===== src/rtl/pipeline_pkg.sv =====
// Shared widths, control-bundle bit map and the ID/EX payload type for the MIPS pipeline.
package pipeline_pkg;

   localparam int unsigned DATA_W = 32;
   localparam int unsigned CTRL_W = 16;
   localparam int unsigned CNT_W  = 32;
   localparam int unsigned REG_W  = 5;

   localparam int unsigned CTRL_REGWRITE  = 0;
   localparam int unsigned CTRL_MEMREAD   = 1;
   localparam int unsigned CTRL_MEMWRITE  = 2;
   localparam int unsigned CTRL_MEMTOREG  = 3;
   localparam int unsigned CTRL_ALUSRC    = 4;
   localparam int unsigned CTRL_REGDST    = 5;
   localparam int unsigned CTRL_ALUOP_LSB = 6;
   localparam int unsigned CTRL_ALUOP_MSB = 7;

   localparam logic [CTRL_W-1:0] CTRL_NOP = '0;

   typedef struct packed {
      logic [DATA_W-1:0] pc_plus4;
      logic [DATA_W-1:0] read_data1;
      logic [DATA_W-1:0] read_data2;
      logic [DATA_W-1:0] imm;
      logic [REG_W-1:0]  rs;
      logic [REG_W-1:0]  rt;
      logic [REG_W-1:0]  rd;
      logic [REG_W-1:0]  shamt;
      logic              uses_rt;
      logic [CTRL_W-1:0] ctrl;
   } id_ex_payload_t;

   // An invalid slot must never carry side-effecting control bits.
   function automatic logic [CTRL_W-1:0] ctrl_gate(input logic valid, input logic [CTRL_W-1:0] ctrl);
      return valid ? ctrl : CTRL_NOP;
   endfunction

endpackage


===== src/rtl/id_ex_hazard_detect.sv =====
// Load-use hazard detector: a load in EX whose destination is a source of the ID instruction.
module id_ex_hazard_detect
   import pipeline_pkg::*;
(
   input  logic             ex_valid,
   input  logic             ex_memread,
   input  logic [REG_W-1:0] ex_rt,
   input  logic             id_valid,
   input  logic [REG_W-1:0] id_rs,
   input  logic [REG_W-1:0] id_rt,
   input  logic             id_uses_rt,
   output logic             hazard_c
);

   // $0 is hard-wired, so a load targeting it never creates a dependency.
   assign hazard_c = ex_valid & ex_memread & (ex_rt != '0) & id_valid &
                     ((ex_rt == id_rs) | (id_uses_rt & (ex_rt == id_rt)));

endmodule


===== src/rtl/id_ex_pipeline_register.sv =====
// ID/EX pipeline register with flush, stall and load-use bubble insertion.
// Optional bubble counter enabled by defining ID_EX_BUBBLE_CNT_EN.
module id_ex_pipeline_register
   import pipeline_pkg::*;
(
   input  logic              clk,
   input  logic              rst,
   input  logic              stall,
   input  logic              flush,
   input  logic              id_valid,
   input  logic [DATA_W-1:0] id_pc_plus4,
   input  logic [DATA_W-1:0] id_read_data1,
   input  logic [DATA_W-1:0] id_read_data2,
   input  logic [DATA_W-1:0] id_imm,
   input  logic [REG_W-1:0]  id_rs,
   input  logic [REG_W-1:0]  id_rt,
   input  logic [REG_W-1:0]  id_rd,
   input  logic [REG_W-1:0]  id_shamt,
   input  logic              id_uses_rt,
   input  logic [CTRL_W-1:0] id_ctrl,
   output logic              ex_valid,
   output logic [DATA_W-1:0] ex_pc_plus4,
   output logic [DATA_W-1:0] ex_read_data1,
   output logic [DATA_W-1:0] ex_read_data2,
   output logic [DATA_W-1:0] ex_imm,
   output logic [REG_W-1:0]  ex_rs,
   output logic [REG_W-1:0]  ex_rt,
   output logic [REG_W-1:0]  ex_rd,
   output logic [REG_W-1:0]  ex_shamt,
   output logic              ex_uses_rt,
   output logic [CTRL_W-1:0] ex_ctrl,
   output logic              load_use_stall
`ifdef ID_EX_BUBBLE_CNT_EN
   ,
   output logic [CNT_W-1:0]  bubble_count
`endif
);

   id_ex_payload_t ex_q, ex_d, id_payload;
   logic           valid_q, valid_d;
   logic           hazard;

   id_ex_hazard_detect u_hazard (
      .ex_valid   (valid_q),
      .ex_memread (ex_q.ctrl[CTRL_MEMREAD]),
      .ex_rt      (ex_q.rt),
      .id_valid   (id_valid),
      .id_rs      (id_rs),
      .id_rt      (id_rt),
      .id_uses_rt (id_uses_rt),
      .hazard_c   (hazard)
   );

   assign load_use_stall = hazard & ~flush;

   always_comb begin
      id_payload            = '0;
      id_payload.pc_plus4   = id_pc_plus4;
      id_payload.read_data1 = id_read_data1;
      id_payload.read_data2 = id_read_data2;
      id_payload.imm        = id_imm;
      id_payload.rs         = id_rs;
      id_payload.rt         = id_rt;
      id_payload.rd         = id_rd;
      id_payload.shamt      = id_shamt;
      id_payload.uses_rt    = id_uses_rt;
      id_payload.ctrl       = ctrl_gate(id_valid, id_ctrl);
   end

   // Priority: flush > stall > load-use bubble > capture.
   always_comb begin
      ex_d    = ex_q;
      valid_d = valid_q;
      if (flush) begin
         ex_d    = '0;
         valid_d = 1'b0;
      end else if (stall) begin
         ex_d    = ex_q;
         valid_d = valid_q;
      end else if (hazard) begin
         ex_d    = '0;
         valid_d = 1'b0;
      end else begin
         ex_d    = id_payload;
         valid_d = id_valid;
      end
   end

   always_ff @(posedge clk or posedge rst) begin
      if (rst) begin
         ex_q    <= '0;
         valid_q <= 1'b0;
      end else begin
         ex_q    <= ex_d;
         valid_q <= valid_d;
      end
   end

   assign ex_valid      = valid_q;
   assign ex_pc_plus4   = ex_q.pc_plus4;
   assign ex_read_data1 = ex_q.read_data1;
   assign ex_read_data2 = ex_q.read_data2;
   assign ex_imm        = ex_q.imm;
   assign ex_rs         = ex_q.rs;
   assign ex_rt         = ex_q.rt;
   assign ex_rd         = ex_q.rd;
   assign ex_shamt      = ex_q.shamt;
   assign ex_uses_rt    = ex_q.uses_rt;
   assign ex_ctrl       = ex_q.ctrl;

`ifdef ID_EX_BUBBLE_CNT_EN
   logic bubble;
   assign bubble = load_use_stall & ~stall;

   // Saturating count of inserted load-use bubbles.
   always_ff @(posedge clk or posedge rst) begin
      if (rst) begin
         bubble_count <= '0;
      end else if (bubble && (bubble_count != '1)) begin
         bubble_count <= bubble_count + CNT_W'(1);
      end
   end
`endif

endmodule


===== config.mk =====
export PLATFORM = sky130hd
export DESIGN_NAME = id_ex_pipeline_register
export DESIGN_NICKNAME = d
export VERILOG_FILES = /design/src/rtl/pipeline_pkg.sv /design/src/rtl/id_ex_hazard_detect.sv /design/src/rtl/id_ex_pipeline_register.sv
export SDC_FILE = /design/constraint.sdc
export NUM_CORES = 1
export LEC_CHECK = 0
export BUFFER_PORTS_ARGS = -buffer_cell sky130_fd_sc_hd__clkbuf_2
export CORE_MARGIN = 3
export CORE_UTILIZATION = 44
export CTS_CLUSTER_DIAMETER = 80
export DETAILED_ROUTE_END_ITERATION = 7
export GPL_TIMING_DRIVEN = 0
export PLACE_DENSITY = 0.73
export SYNTH_ARGS = -nofsm -noshare
export SYNTH_HDL_FRONTEND = slang
export SYNTH_SLANG_ARGS = --single-unit
export TNS_END_PERCENT = 30

===== constraint.sdc =====
create_clock -name clk -period 11.5 [get_ports clk]
set_input_delay 2.3 -clock clk [delete_from_list [all_inputs] [get_ports clk]]
set_output_delay 2.3 -clock clk [all_outputs]
set_load 0.05 [all_outputs]

Yosys cells after proc, flatten, opt, wreduce, memory -nomap -nowiden
Index checks and enable logic that the tools add are counted.
{"block": "word_totals", "out_inout_bits": 167, "word_cells": 30, "register_bits": 166, "inputBits": 170}
{"block": "op_classes", "n_mux": 7, "n_bitwise": 8, "n_reduce_logical": 1, "n_eq_ne": 3}
{"operator": "$mux 165", "n": 3}
{"operator": "$mux 16", "n": 1}
{"operator": "$eq 5x5->1", "n": 2}
{"operator": "$and 1x1->1", "n": 6}
{"operator": "$reduce_bool 5->1", "n": 1}
{"operator": "$mux 1", "n": 3}
{"operator": "$ne 2x1->1 const B", "n": 1}
{"operator": "$not 1->1", "n": 1}
{"operator": "$or 1x1->1", "n": 1}

Logic depth before layout (Yosys ltp)
{"block": "depth", "ltp_word": 7, "mapped_depth": 8}

Modules after synthesis
Synthesis repeated with hierarchy kept, for this count alone.
{"block": "unflattened", "cells_unflattened": 758, "hier_area_um2": 7658.6}
{"module": "id_ex_pipeline_register", "cells_each": 741, "n_inst": 1, "seq_area_each_um2": 4154.0, "area_per_inst_um2": 7528.5}
{"module": "id_ex_hazard_detect", "cells_each": 17, "n_inst": 1, "seq_area_each_um2": 0.0, "area_per_inst_um2": 130.1}

Least setup slack after synthesis
OpenSTA, ideal clock, no wires.
{"block": "synth_path", "path_kind": "input -> output", "from": "input id_rs[4]", "to": "output load_use_stall", "path_buffers": 1, "cell_stages": 5, "required_ns": 9.200, "path_slack_ns": 5.160, "t_arrival_ns": 4.040, "path_cell_list": "xnor2_1 nand3_1 o22a_1 clkbuf_1 nor3_1"}
{"block": "synth_via", "elab_chain_len": 4}
{"element": "start: declaration", "line_no": "id_ex_pipeline_register.sv:15", "text": "input logic [REG_W-1:0] id_rs,"}
{"element": "$eq 5x5->1", "line_no": "id_ex_hazard_detect.sv:17", "text": "((ex_rt == id_rs) | (id_uses_rt & (ex_rt == id_rt)));"}
{"element": "$or 1x1->1", "line_no": "id_ex_hazard_detect.sv:17"}
{"element": "$and 1x1->1", "line_no": "id_ex_hazard_detect.sv:16", "text": "assign hazard_c = ex_valid & ex_memread & (ex_rt != '0) & id_valid &"}
{"element": "$and 1x1->1", "line_no": "id_ex_pipeline_register.sv:54", "text": "assign load_use_stall = hazard & ~flush;"}
{"element": "end: declaration", "line_no": "id_ex_pipeline_register.sv:32", "text": "output logic load_use_stall"}
No other way between the ends.

Worst setup path in the final report
{"block": "layout_path", "from": "input flush", "to": "output load_use_stall"}
{"block": "layout_via", "elab_chain_len": 2}
{"element": "start: declaration", "line_no": "id_ex_pipeline_register.sv:9", "text": "input logic flush,"}
{"element": "$not 1->1", "line_no": "id_ex_pipeline_register.sv:54"}
{"element": "$and 1x1->1", "line_no": "id_ex_pipeline_register.sv:54"}
No other way between the ends.

==> out/metrics.sh <==
TIMING.CRITICAL_PATH.TO_TYPE='output pin'
TIMING.CRITICAL_PATH.FROM='flush'
YOSYS.CELL_TYPES.COUNT=27
TOTAL_LENGTH_OF_ROUTED_WIRES_MM=29.7
RR_WORST_DEPTH=6
CTS_MAX_LEVEL=4
MIN_TO='ex_ctrl[0]'
CELL_SEEN_MOST_OFTEN_AMONG_CRITICAL_PATH_STAGES='sky130_fd_sc_hd__clkbuf_1'
NUMBER_OF_FILLER_CELLS_PLACED_IN_THE_LAYOUT=1682
INITIAL_UTILIZATION=0.456
CRIT-REG2REG-LAUNCH='ex_rt[1]'
ROUTED_WIRE_LENGTH_PER_INSTANCE_UM=19.7
CTS-HOLD-FIX-BUFFERS=0
MIN-DELAY-PATH-CLASS='reg -> reg'
MAX_STAGE_DELAY_NS=0.66
MIN_FROM='ex_ctrl[0]'
CLK_LATENCY_NS=0.43
FINAL_LAYOUT_SIZE_SUFFIX_GT1_FRAC=0.316
SETUP.REG_TO_REG.WORST_SLACK_NS=9.13
YS.FLOP_TYPE='sky130_fd_sc_hd__dfrtp_1'
POST-LAYOUT-TOTAL-POWER_mW=1.73
YOSYSWARNINGS=0
SEQUENTIAL_AREA_SHARE_AFTER_SYNTHESIS=0.477
GRT_MAX_DEGREE=115
SYNTHESIS.INSTANCES=875
SLEW_VIOLATIONS=0
POWER.CLOCK.FRACTION=0.332
SWITCHINGPOWER_mW=0.643
CRITICAL-PATH-TOP-DELAY-FAMILY='buffers and inverters'
POWER.SWITCHING_FRACTION=0.371
CTS-RESIZED-GATES=0
POWER_PER_CELL_AREA_nW_PER_UM2=153
DIE_X_UM=147
OVERFLOW=0
CRITICALPATHCATEGORY='in -> out'
DRT-INITIAL-DRC-COUNT=399
DIE-AREA_SQ_UM=21500
SYNTH_SEQ_CELLS=166
FIRST_GLOBAL_VIAS=8319
GRT_FIRST_PASS_WIRELENGTH_MM=46.0
HOLD_PATH_DEPTH=2
PLACED_CELL_AREA_SQ_UM=10700
SYNTH_AREA_PER_CELL_SQ_UM=9.95
R2R_END='ex_imm[21]'
WORSTPATHARRIVAL_NS=4.01
BUFFERS_INSERTED_DURING_POST_CTS_SETUP_OPTIMIZATION=0
SYNTH.TOP_CELLS.BY_AREA='sky130_fd_sc_hd__dfrtp_1 48%, sky130_fd_sc_hd__nor3b_1 13%, sky130_fd_sc_hd__a32oi_1 10%, sky130_fd_sc_hd__a22o_1 5.9%, sky130_fd_sc_hd__o21ai_0 5.9%'
IO_PORT_BUFS=335
GLOBALPLACE.CONGESTION=0.848
CTS_SINK_CNT=166
CLOCK_TREE.ROOT_CELL='sky130_fd_sc_hd__clkbuf_16'
GRT_USAGE=0.267
TRITONCTS='built'
YS_ASYNC_SR_FRACTION=1.00
SLOWEST_STAGE='sky130_fd_sc_hd__clkbuf_1'
RSZ0062_AT_GRT='no'
SLEW-LIMIT-HEADROOM=0.446
POSTROUTEANTENNANETS=0
P_INT_mW=1.09
WORSTMARGINPINSLEW_NS=0.832
HOLD_VIOLATIONS=0
POST-ROUTE-PERIOD-UTIL=0.548
ACHIEVABLE-FREQUENCY_MHz=159
CORE_REGION_AREA_SQ_UM=19100
FINAL_NET_COUNT=1400
LEAKAGEPOWER_nW=5.47
HIGHEST_NET_FANOUT_ALONG_THE_WORST_PATH=10
OUTCOME='completed'
DIE_HEIGHT_UM=147
P_SEQ_FRAC=0.393
MAXCAPVIOLATIONS=0
CLKSLEWWORSTSETUPHOLDPATHS_NS=0.06
TOTALNEGATIVESETUPSLACK_NS=0
LAYOUT-AREA-OVERHEAD-VS-SYNTH_PCT=30.0
DESIGN.PORTCOUNT=337
PERIOD_NEEDED_NS=6.31
DP_HPWL_MM=21.5
SEQUENTIAL_CELL_AREA_SQ_UM=4150
AVGVIACOUNTPERCELL=5.61
REPORT.FINAL.SETUP_VIOL=0
CTS_BUFFER_DEPTH=2
CRITICAL_PATH.STARTPOINT_TYPE='primary input'
GRT_ANTENNA_BEFORE_REPAIR=2
FIN_AREA_SQ_UM=11300
SYNTHDOMINANTAREACELLTYPE='sky130_fd_sc_hd__dfrtp_1'
REMAINING_DRC_ERRORS=0
NUMCTSBUFFERS=17
VDD_IR_DROP_MAX_uV=97.5
POWER_FRAC_COMB=0.275
WORSTPATHBUFFERINVERTERCOUNT=4
STD_CELL_ROWS=50
DRT_PRE_ANTENNA_ITERS=5
PATH_CELLS='buf_2 -> clkbuf_1 -> clkbuf_1 -> nor3_1 -> clkbuf_2'
SYNTH_EDF_COUNT=0
SYNTH_TOP_AREA_SHARE=0.477
REQUIRED_NS=9.20
SYN_NETS=1045
SYNTH_AREA_SQ_UM=8710
ROUTE.VIAS.TOTAL=8430
MULTI_INPUT_AREA_SQ_UM=3790
FIN_WORST_SKEW_NS=0.0163
## metrics by stage
stage	utilization	worst slack [ns]	cells	hold slack [ns]
floorplan	-	4.71	875	0.477
global placement	0.561	2.50	1470	0.476
detailed placement	0.563	5.18	1471	0.485
CTS	0.593	5.17	1502	0.501
global route	0.593	5.08	1503	0.543
finish	0.593	5.19	1503	0.495
## cells in the final DEF (no fill, tap or decap), drive strengths merged, types with 2 or more instances in the layout
cell type / count
inv: 91
clkbuf: 431
nor3b: 148
xnor2: 10
bufinv: 2
a32oi: 101
a21o: 64
buf: 25
clkinvlp: 4
o21ai: 103
a22o: 59
nand2: 19
dfrtp: 166
a32o: 5
clkinv: 3
## sequential cells by signal, indices dropped and copies added, names as in the netlist, 16 cells and up
signal,flops
ex_pc_plus4,32
ex_read_data2,32
ex_ctrl,16
ex_read_data1,32
ex_imm,32
## power by group through the flow
stage	Combinational, mW	Clock [mW]	Sequential (mW)
floorplan	0.139	0	0.882
global placement	0.473	0	0.690
detailed placement	0.479	0	0.689
CTS	0.479	0.583	0.679
global route	0.506	0.609	0.685
finish	0.477	0.576	0.680
## metal layers
metal,wire length (um),global-route usage,up-vias
li1,-,-,3971
met1,12200,0.337,4080
met2,14300,0.446,341
met3,2440,0.0791,36
met4,616,0.0800,2
met5,13,0,-
## synth_stat cells (5+ instances only)
| library cell | n |
|---|---|
| sky130_fd_sc_hd__xnor2_1 | 10 |
| sky130_fd_sc_hd__buf_2 | 13 |
| sky130_fd_sc_hd__a32o_1 | 5 |
| sky130_fd_sc_hd__a32oi_1 | 101 |
| sky130_fd_sc_hd__clkbuf_1 | 78 |
| sky130_fd_sc_hd__inv_1 | 86 |
| sky130_fd_sc_hd__dfrtp_1 | 166 |
| sky130_fd_sc_hd__nand2_1 | 19 |
| sky130_fd_sc_hd__a21o_1 | 64 |
| sky130_fd_sc_hd__nor3b_1 | 148 |
| sky130_fd_sc_hd__buf_4 | 10 |
| sky130_fd_sc_hd__a22o_1 | 59 |
| sky130_fd_sc_hd__o21ai_0 | 102 |
## worst max-delay path by stage
stage | endpoint | slack [ns] | cells after the start
after floorplan | ex_ctrl[0] | 4.71 | 1
after global placement | ex_read_data2[21] | 2.50 | 2
after detailed placement | load_use_stall | 5.18 | 5
after CTS | load_use_stall | 5.17 | 5
after global routing | load_use_stall | 5.08 | 5
final | load_use_stall | 5.19 | 5
## worst min-delay path, stage by stage, from the launching register on
cell and delay (ns):
sky130_fd_sc_hd__dfrtp_1 0.34, sky130_fd_sc_hd__a32oi_1 0.05, sky130_fd_sc_hd__o21ai_0 0.06
## cell type report
class,count,area share
Clock inverter,13,0.0130
Timing Repair Buffer,336,0.150
Tap cell,260,0.0287
Sequential cell,166,0.367
Buffer,102,0.0386
Clock buffer,18,0.0379
Multi-Input combinational cell,520,0.335
Inverter,87,0.0295
Antenna cell,1,0.000221
## cells by family after synthesis
| logic type | after synthesis | synth area share |
|---|---|---|
| flops | 166 | 0.477 |
| xor+xnor | 10 | 0.0101 |
| buf+inv | 189 | 0.0877 |
| simple gates | 175 | 0.141 |
| compound gates | 335 | 0.284 |
Power figures use the tool's default switching activity.
